`src/rtl/usb_tx_line_encoder.sv`:
```
// rtl/usb_tx_line_encoder.sv - USB full-speed transmit serialiser with bit stuffing, NRZI and EOP
module usb_tx_line_encoder #(
    parameter int DATA_W       = 8,
    parameter int STUFF_LEN    = 6,
    parameter int EOP_SE0_BITS = 2
) (
    input  logic              clk,
    input  logic              rst,
    input  logic              bit_en,
    input  logic              tx_valid,
    input  logic [DATA_W-1:0] tx_data,
    input  logic              tx_last,
    output logic              tx_ready,
    output logic              line_dp,
    output logic              line_dm,
    output logic              line_oe,
    output logic              busy,
    output logic              underrun
);
    localparam int CNT_W = $clog2(DATA_W + 1);

    localparam logic [2:0] ST_IDLE    = 3'd0;
    localparam logic [2:0] ST_DATA    = 3'd1;
    localparam logic [2:0] ST_STUFF   = 3'd2;
    localparam logic [2:0] ST_EOP_SE0 = 3'd3;
    localparam logic [2:0] ST_EOP_J   = 3'd4;

    localparam logic [CNT_W-1:0] WORD_BITS = CNT_W'(DATA_W);
    localparam logic [CNT_W-1:0] ONE_BIT   = CNT_W'(1);
    localparam logic [3:0]       STUFF_MAX = 4'(STUFF_LEN);
    localparam logic [2:0]       SE0_LAST  = 3'(EOP_SE0_BITS - 1);

    logic [2:0]        state_q, state_d;
    logic [DATA_W-1:0] shift_q, shift_d;
    logic [CNT_W-1:0]  bits_left_q, bits_left_d;
    logic              shift_last_q, shift_last_d;
    logic [DATA_W-1:0] hold_q, hold_d;
    logic              hold_last_q, hold_last_d;
    logic              hold_full_q, hold_full_d;
    logic              last_acc_q, last_acc_d;
    logic [3:0]        ones_q, ones_d;
    logic [2:0]        eop_cnt_q, eop_cnt_d;
    logic              eop_pend_q, eop_pend_d;
    logic              level_q, level_d;
    logic              dp_q, dp_d;
    logic              dm_q, dm_d;
    logic              oe_q, oe_d;
    logic              und_q, und_d;

    logic       xfer;
    logic       consumed;
    logic       to_eop;
    logic       cur_bit;
    logic       level_n;
    logic [3:0] ones_n;

    assign tx_ready = rst && !hold_full_q && !last_acc_q;
    assign xfer     = tx_valid && tx_ready;
    assign line_dp  = dp_q;
    assign line_dm  = dm_q;
    assign line_oe  = oe_q;
    assign busy     = (state_q != ST_IDLE);
    assign underrun = und_q;

    always_comb begin
        state_d      = state_q;
        shift_d      = shift_q;
        bits_left_d  = bits_left_q;
        shift_last_d = shift_last_q;
        hold_d       = hold_q;
        hold_last_d  = hold_last_q;
        hold_full_d  = hold_full_q;
        last_acc_d   = last_acc_q;
        ones_d       = ones_q;
        eop_cnt_d    = eop_cnt_q;
        eop_pend_d   = eop_pend_q;
        level_d      = level_q;
        dp_d         = dp_q;
        dm_d         = dm_q;
        oe_d         = oe_q;
        und_d        = 1'b0;
        consumed     = 1'b0;
        to_eop       = 1'b0;
        cur_bit      = shift_q[0];
        level_n      = cur_bit ? level_q : ~level_q;
        ones_n       = cur_bit ? (ones_q + 4'd1) : 4'd0;

        case (state_q)
            ST_IDLE: begin
                level_d    = 1'b1;
                ones_d     = 4'd0;
                eop_cnt_d  = 3'd0;
                eop_pend_d = 1'b0;
                // The first word bypasses the holding register straight into the shifter.
                if (xfer) begin
                    shift_d      = tx_data;
                    bits_left_d  = WORD_BITS;
                    shift_last_d = tx_last;
                    consumed     = 1'b1;
                    state_d      = ST_DATA;
                end
            end
            ST_DATA: begin
                if (bit_en) begin
                    level_d = level_n;
                    dp_d    = level_n;
                    dm_d    = ~level_n;
                    oe_d    = 1'b1;
                    ones_d  = ones_n;
                    if (bits_left_q == ONE_BIT) begin
                        if (shift_last_q) begin
                            to_eop = 1'b1;
                        end else if (hold_full_q) begin
                            shift_d      = hold_q;
                            shift_last_d = hold_last_q;
                            bits_left_d  = WORD_BITS;
                            hold_full_d  = 1'b0;
                        end else if (xfer) begin
                            shift_d      = tx_data;
                            shift_last_d = tx_last;
                            bits_left_d  = WORD_BITS;
                            consumed     = 1'b1;
                        end else begin
                            // Starved: close the packet and refuse further words until idle.
                            und_d      = 1'b1;
                            last_acc_d = 1'b1;
                            to_eop     = 1'b1;
                        end
                    end else begin
                        shift_d     = shift_q >> 1;
                        bits_left_d = bits_left_q - ONE_BIT;
                    end
                    if (ones_n == STUFF_MAX) begin
                        state_d    = ST_STUFF;
                        eop_pend_d = to_eop;
                    end else if (to_eop) begin
                        state_d = ST_EOP_SE0;
                    end
                end
            end
            ST_STUFF: begin
                if (bit_en) begin
                    level_d    = ~level_q;
                    dp_d       = ~level_q;
                    dm_d       = level_q;
                    oe_d       = 1'b1;
                    ones_d     = 4'd0;
                    eop_pend_d = 1'b0;
                    state_d    = eop_pend_q ? ST_EOP_SE0 : ST_DATA;
                end
            end
            ST_EOP_SE0: begin
                if (bit_en) begin
                    dp_d = 1'b0;
                    dm_d = 1'b0;
                    oe_d = 1'b1;
                    if (eop_cnt_q == SE0_LAST) begin
                        eop_cnt_d = 3'd0;
                        state_d   = ST_EOP_J;
                    end else begin
                        eop_cnt_d = eop_cnt_q + 3'd1;
                    end
                end
            end
            ST_EOP_J: begin
                // First strobe drives J, the second releases the pads.
                if (bit_en) begin
                    if (eop_cnt_q == 3'd0) begin
                        dp_d      = 1'b1;
                        dm_d      = 1'b0;
                        oe_d      = 1'b1;
                        eop_cnt_d = 3'd1;
                    end else begin
                        oe_d       = 1'b0;
                        eop_cnt_d  = 3'd0;
                        last_acc_d = 1'b0;
                        state_d    = ST_IDLE;
                    end
                end
            end
            default: begin
                state_d = ST_IDLE;
            end
        endcase

        if (xfer && !consumed) begin
            hold_d      = tx_data;
            hold_last_d = tx_last;
            hold_full_d = 1'b1;
        end
        if (xfer && tx_last) begin
            last_acc_d = 1'b1;
        end
    end

    always_ff @(posedge clk) begin
        if (!rst) begin
            state_q      <= ST_IDLE;
            shift_q      <= '0;
            bits_left_q  <= '0;
            shift_last_q <= 1'b0;
            hold_q       <= '0;
            hold_last_q  <= 1'b0;
            hold_full_q  <= 1'b0;
            last_acc_q   <= 1'b0;
            ones_q       <= 4'd0;
            eop_cnt_q    <= 3'd0;
            eop_pend_q   <= 1'b0;
            level_q      <= 1'b1;
            dp_q         <= 1'b1;
            dm_q         <= 1'b0;
            oe_q         <= 1'b0;
            und_q        <= 1'b0;
        end else begin
            state_q      <= state_d;
            shift_q      <= shift_d;
            bits_left_q  <= bits_left_d;
            shift_last_q <= shift_last_d;
            hold_q       <= hold_d;
            hold_last_q  <= hold_last_d;
            hold_full_q  <= hold_full_d;
            last_acc_q   <= last_acc_d;
            ones_q       <= ones_d;
            eop_cnt_q    <= eop_cnt_d;
            eop_pend_q   <= eop_pend_d;
            level_q      <= level_d;
            dp_q         <= dp_d;
            dm_q         <= dm_d;
            oe_q         <= oe_d;
            und_q        <= und_d;
        end
    end
endmodule

```
`config.mk`:
```
export PLATFORM = sky130hd
export DESIGN_NAME = usb_tx_line_encoder
export DESIGN_NICKNAME = d
export VERILOG_FILES = /design/src/rtl/usb_tx_line_encoder.sv
export SDC_FILE = /design/constraint.sdc
export NUM_CORES = 1
export LEC_CHECK = 0
export ABC_AREA = 1
export CAP_MARGIN = 30
export CORE_MARGIN = 3
export CORE_UTILIZATION = 30
export DETAILED_ROUTE_END_ITERATION = 10
export PLACE_DENSITY = 0.49
export SETUP_SLACK_MARGIN = 0.15
export SYNTH_ARGS = -nofsm -noshare
export SYNTH_HDL_FRONTEND = slang
export SYNTH_SLANG_ARGS = --single-unit
```
`constraint.sdc`:
```
create_clock -name clk -period 3.7 [get_ports clk]
set_clock_uncertainty 0.1 [all_clocks]
set_input_delay 0.74 -clock clk [delete_from_list [all_inputs] [get_ports clk]]
set_output_delay 0.74 -clock clk [all_outputs]
set_load 0.05 [all_outputs]
```
==> flow_summary.toml, run 1 <==
[grt]
antenna_found_initial = 0
grt_max_degree = 24
grt_pass1_vias = 2012
track_usage = 0.144
overflow = 0
grt_pass1_wl_um = 9810

[setup_path]
critPathArrivalTime_ns = 1.99
critPathSlowestCell = "clkdlybuf4s50_1"
end_kind = "output pin"
crit_chain = "inv_2 > nand2_2 > nor2_4 > inv_2 > clkdlybuf4s50_1"
worstRegToRegCells = 7
critPathBufInv = 3
r2r-start = "state_q[2]"
cp_data_required_time_ns = 2.86
critPathKind = "reg -> out"
crit_path_max_incr_delay_ns = 0.82
crit_family = "buffers and inverters"
crit_path_max_fanout = 6
worst_path_most_repeated_cell = "inv_2"
r2r_slack_ns = 1.77
worstReg2RegEnd = "hold_q[6]"
start_kind = "flip-flop"

[finish]
final_cell_mix = "82 x nand2_1, 44 x nand3_1, 40 x dfxtp_1, 33 x nor2_1, 32 x a21oi_1"
fin_nets = 359
diodes = 0
areaGrowthSynthToFinish_pct = 18.0
finish.utilization = 0.374
drive_above_1_share = 0.116
final_common_cell = "nand2_1"

[clocking]
cts_root_buf = "clkbuf_8"
cts_made_buffers = 5
clock-sinks = 40
holdBufCountCts = 0
cts_resized = 0
clkTransAtPathRegs_ns = 0.08
clk_latency_ns = 0.31
cts_buffer_depth = 2
cts_tree = "yes"
post_cts_buffers = 0
htreeDepth = 2

[drt]
via_count = 2109
dr.pass1.iters = 4
drtAntennaViolNets = 0
via_per_inst = 4.79
drc = 0
wire_per_inst_um = 13.0
first_iter_violations = 88
wirelength_um = 5700

[worst_hold_path]
hold_end = "line_dp"
min_path_type = "reg -> reg"
min_path_cells = 2
min_from = "line_dp"

[job]
max_cap_violations = 0

[power]
p_per_area_mw_per_mm2 = 695
vdd_ir_drop_max_uv = 176
power.leakage_nw = 0.987

[floorplanning]
fp.dieH_um = 91.6
die_w_um = 91.6
io_pins = 19
die_area_mm2 = 0.00839
start_util = 0.317
row_count = 30
core_mm2 = 0.00694

[sta]
fmax_mhz = 353
tightest_slew_ns = 0.646
maxSlewHeadroom = 0.567
min_period_over_period = 0.766
hold_viol_final = 0
tns_ns = 0
finalMaxSlewViolations = 0
rsz0062_at_grt = "false"
period_needed_ns = 2.83
setup_viol = 0

[yosys]
ys_ff_latch = 40
syn_nets = 339
ys_seq_area_frac = 0.364
ys_warn_count = 0
syn-cell-area_mm2 = 0.00220
yosys.area.top_type = "dfxtp_1"
syn_area_per_cell_um2 = 6.81
synthTopCellsByArea = "dfxtp_1 36%, nand2_1 14%, nand3_1 10%"
async_reset_ff_frac = 0
ys_types = 36
yosys.area.top_type_share = 0.364
synth_flop_cell = "dfxtp_1"
synthCells = 323
synth_edf_count = 0

[placed_design]
gp_congestion = 0.755
port-buffer-count = 18
dpl.hpwl_um = 4190

[outcome]
outcome = "finished, final reports clean"
cells in the mapped netlist (4+ instances only):
| master | count |
|---|---|
| a21oi_1 | 32 |
| inv_1 | 19 |
| nor2_1 | 33 |
| o21ai_0 | 12 |
| nand4_1 | 5 |
| inv_2 | 8 |
| nor3_1 | 5 |
| nand2_1 | 82 |
| nand3_1 | 44 |
| dfxtp_1 | 40 |
| clkbuf_1 | 4 |
per-stage QoR:
stage          setup WS [ns]  std cells  power (mW)  hold slack (ns)  instance area, um^2
4_1_cts                0.867        440        1.82            0.361                 2590
2_1_floorplan           1.39        323        1.22            0.341                 2200
5_1_grt                0.768        440        1.95            0.383                 2590
3_3_place_gp           0.906        432        1.43            0.339                 2480
3_5_place_dp           0.932        432        1.43            0.347                 2480
6_report               0.867        440        1.80            0.359                 2590
how the worst max path moves through the flow:
stage / from / end / slack (ns) / cells after the start
2_1_floorplan: rst / tx_ready / 1.39 / 2
6_report: state_q[0] / busy / 0.87 / 5
3_5_place_dp: rst / hold_q[3] / 0.93 / 6
5_1_grt: state_q[0] / busy / 0.77 / 5
4_1_cts: state_q[0] / busy / 0.87 / 5
3_3_place_gp: rst / hold_q[2] / 0.91 / 6
cell families after synthesis:
kind of cell | synth area share
buffers and inverters | 0.0666
and+or+nand+nor | 0.405
AOI/OAI and AO/OA | 0.139
DFF | 0.364
xor gates and xnor gates | 0.00797
adders and majority gates | 0.0171
sequential cells by signal, indices dropped and copies added, names as in the netlist, 3 cells and up:
register     cells
state_q          3
bits_left_q      4
ones_q           4
shift_q          8
eop_cnt_q        3
hold_q           8
area by class of cell:
cell class	count	area (um^2)
Timing Repair Buffer	20	193
Sequential cell	40	801
Clock buffer	5	68.8
Tap cell	96	120
Fill cell	760	4350
Multi-Input combinational cell	247	1250
Clock inverter	3	46.3
Inverter	29	114
worst register-to-register path: stages (launching register included):
cell and delay (ns):
dfxtp_1 0.40, inv_2 0.14, nand3_4 0.19, nor2_2 0.28, nand3_2 0.29, nand2_2 0.27
nand2_1 0.07, a21oi_1 0.14
power by group:
part           switching, mW  total [mW]  internal, mW
combinational          0.551       0.815         0.263
clock                  0.175       0.379         0.203
sequential            0.0878       0.610         0.522
per-layer routing:
layer,vias up,global-route usage,wire length (um)
met3,7,0.0282,176
met1,956,0.212,3050
met4,0,0.0528,90
met2,31,0.205,2390
li1,1115,-,-
met5,-,0,0
(Power assumes the default switching activity.)
==> inputs of run 2 (changes only) <==
==> constraint.sdc (replaced) <==
create_clock -name clk -period 2.93 [get_ports clk]
set_clock_uncertainty 0.1 [all_clocks]
set_input_delay 0.586 -clock clk [delete_from_list [all_inputs] [get_ports clk]]
set_output_delay 0.586 -clock clk [all_outputs]
set_load 0.05 [all_outputs]
==> run 2 against run 1 <==
Core utilization increased by 0.49 points. Register-to-register slack lost 0.70 ns. Total power is 27% higher. Sequential power increased by 26%. Worst hold slack gained 0.0022 ns. Combinational power grew 26%. Critical path depth unchanged. Via count up 0.66%. Worst setup slack got worse by 0.62 ns. Die area stayed put.
==> flow_summary.toml, run 2 (synthesized netlist as in run 1, its figures left out) <==
[drt]
wire_per_inst_um = 12.9
dr.pass1.iters = 4
drc = 0
first_iter_violations = 131
drtAntennaViolNets = 0
wirelength_um = 5690
via_per_inst = 4.80
via_count = 2123

[job]
max_cap_violations = 0

[setup_path]
worst_path_most_repeated_cell = "inv_2"
crit_chain = "inv_2 > nand2_2 > nor2_4 > inv_2 > clkdlybuf4s50_1"
cp_data_required_time_ns = 2.24
crit_path_max_fanout = 6
end_kind = "output pin"
critPathKind = "reg -> out"
crit_family = "buffers and inverters"
critPathArrivalTime_ns = 1.99
critPathSlowestCell = "clkdlybuf4s50_1"
crit_path_max_incr_delay_ns = 0.82
start_kind = "flip-flop"
critPathBufInv = 3

[clocking]
cts_buffer_depth = 2
cts_tree = "yes"
holdBufCountCts = 0
htreeDepth = 2
clock-sinks = 40
cts_root_buf = "clkbuf_8"
cts_made_buffers = 5
cts_resized = 0
post_cts_buffers = 0
clk_latency_ns = 0.30
clkTransAtPathRegs_ns = 0.08

[grt]
grtUsageMet3 = 0.0307
grt_pass1_wl_um = 9560
track_usage = 0.141
grt.busiest_layer = "met1"
grt_pass1_vias = 1920
grt_max_degree = 21
overflow = 0
grt_util_met1 = 0.216
antenna_found_initial = 0
use_met2 = 0.191

[sta]
layout_setup_ws_ns = 0.252
setup_viol = 0
tightest_slew_ns = 0.500
holdWs_ns = 0.361
rsz0062_at_grt = "false"
finalMaxSlewViolations = 0
min_period_over_period = 0.914
tns_ns = 0
fmax_mhz = 373
maxSlewHeadroom = 0.666
period_needed_ns = 2.68
hold_viol_final = 0

[finish]
finalNonFillerCells = 442
drive_above_1_share = 0.121
areaGrowthSynthToFinish_pct = 19.5
top_regs = "hold_q x8, shift_q x8"
final_common_cell = "nand2_1"
final_cell_mix = "82 x nand2_1, 44 x nand3_1, 40 x dfxtp_1, 33 x nor2_1, 32 x a21oi_1"
fin_nets = 361
nFillCells = 751
diodes = 0

[placed_design]
port-buffer-count = 18
gp_congestion = 0.831
dpl.hpwl_um = 4250
dp.cells = 434
preCtsSetupSlack_ns = 0.444

[power]
power.leakage_nw = 1.01
power.combinational.fraction = 0.449
p_per_area_mw_per_mm2 = 871
power_frac_clock = 0.214
p_sw_mw = 1.01
pwr-share-seq = 0.337
p_sw_frac = 0.440
p_int_mw = 1.28
vdd_ir_drop_max_uv = 262

[floorplanning]
die_w_um = 91.6
io_pins = 19
fp.dieH_um = 91.6
start_util = 0.317
row_count = 30
core_mm2 = 0.00694
die_area_mm2 = 0.00839

[outcome]
outcome = "finished, final reports clean"

[worst_hold_path]
min_path_type = "reg -> reg"
[run 2: power groups by stage]
stage	clock network (mW)	logic, mW	registers [mW]
floorplan	0	0.739	0.804
global placement	0	1.03	0.781
detailed placement	0	1.03	0.780
CTS	0.506	1.04	0.770
global route	0.531	1.16	0.794
finish	0.491	1.03	0.771
[run 2: path summary, 6_finish.rpt]
path,start,end,slack [ns],depth (start not counted)
worst max-delay path,state_q[0],busy,0.25,5
worst min-delay path,line_dp,line_dp,0.36,2
worst max register to register,state_q[2],hold_last_q,1.07,7
worst min register to register,line_dp,line_dp,0.36,2
[run 2: metal layers]
layer  routed length (um)  up-vias
met2                 2260       34
li1                     -     1123
met4                   82        0
met5                    0        -
met3                  203        6
met1                 3150      960
[run 2: cell type report]
class,instances,area (um^2),share of cell area
well taps,96,120,0.0457
flip-flops and latches,40,801,0.305
inverters,29,114,0.0433
multi-input cells,247,1250,0.476
clock inverters,2,38.8,0.0148
repair buffers,22,220,0.0838
clock buffers,6,82.6,0.0314
[run 2: through the flow]
stage | utilization | power [mW] | area [um^2]
2_1_floorplan | - | 1.54 | 2200
3_3_place_gp | 0.361 | 1.82 | 2510
3_5_place_dp | 0.361 | 1.81 | 2510
4_1_cts | 0.378 | 2.31 | 2630
5_1_grt | 0.378 | 2.48 | 2630
6_report | 0.378 | 2.29 | 2630
[run 2: worst min-delay path: cells and delay by family (launching register included)]
family / cells / cell delay, ns
DFF: 1 / 0.32
and+or+nand+nor: 2 / 0.11
==> inputs of run 3 (changes only) <==
--- a/config.mk
+++ b/config.mk
@@ -9,9 +9,11 @@
 export CAP_MARGIN = 30
 export CORE_MARGIN = 3
 export CORE_UTILIZATION = 30
+export CTS_CLUSTER_SIZE = 20
 export DETAILED_ROUTE_END_ITERATION = 10
 export PLACE_DENSITY = 0.49
 export SETUP_SLACK_MARGIN = 0.15
+export SKIP_CTS_REPAIR_TIMING = 1
 export SYNTH_ARGS = -nofsm -noshare
 export SYNTH_HDL_FRONTEND = slang
 export SYNTH_SLANG_ARGS = --single-unit
==> results of run 3 <==
The final DEF is identical to that of run 2; final timing and power are the same.
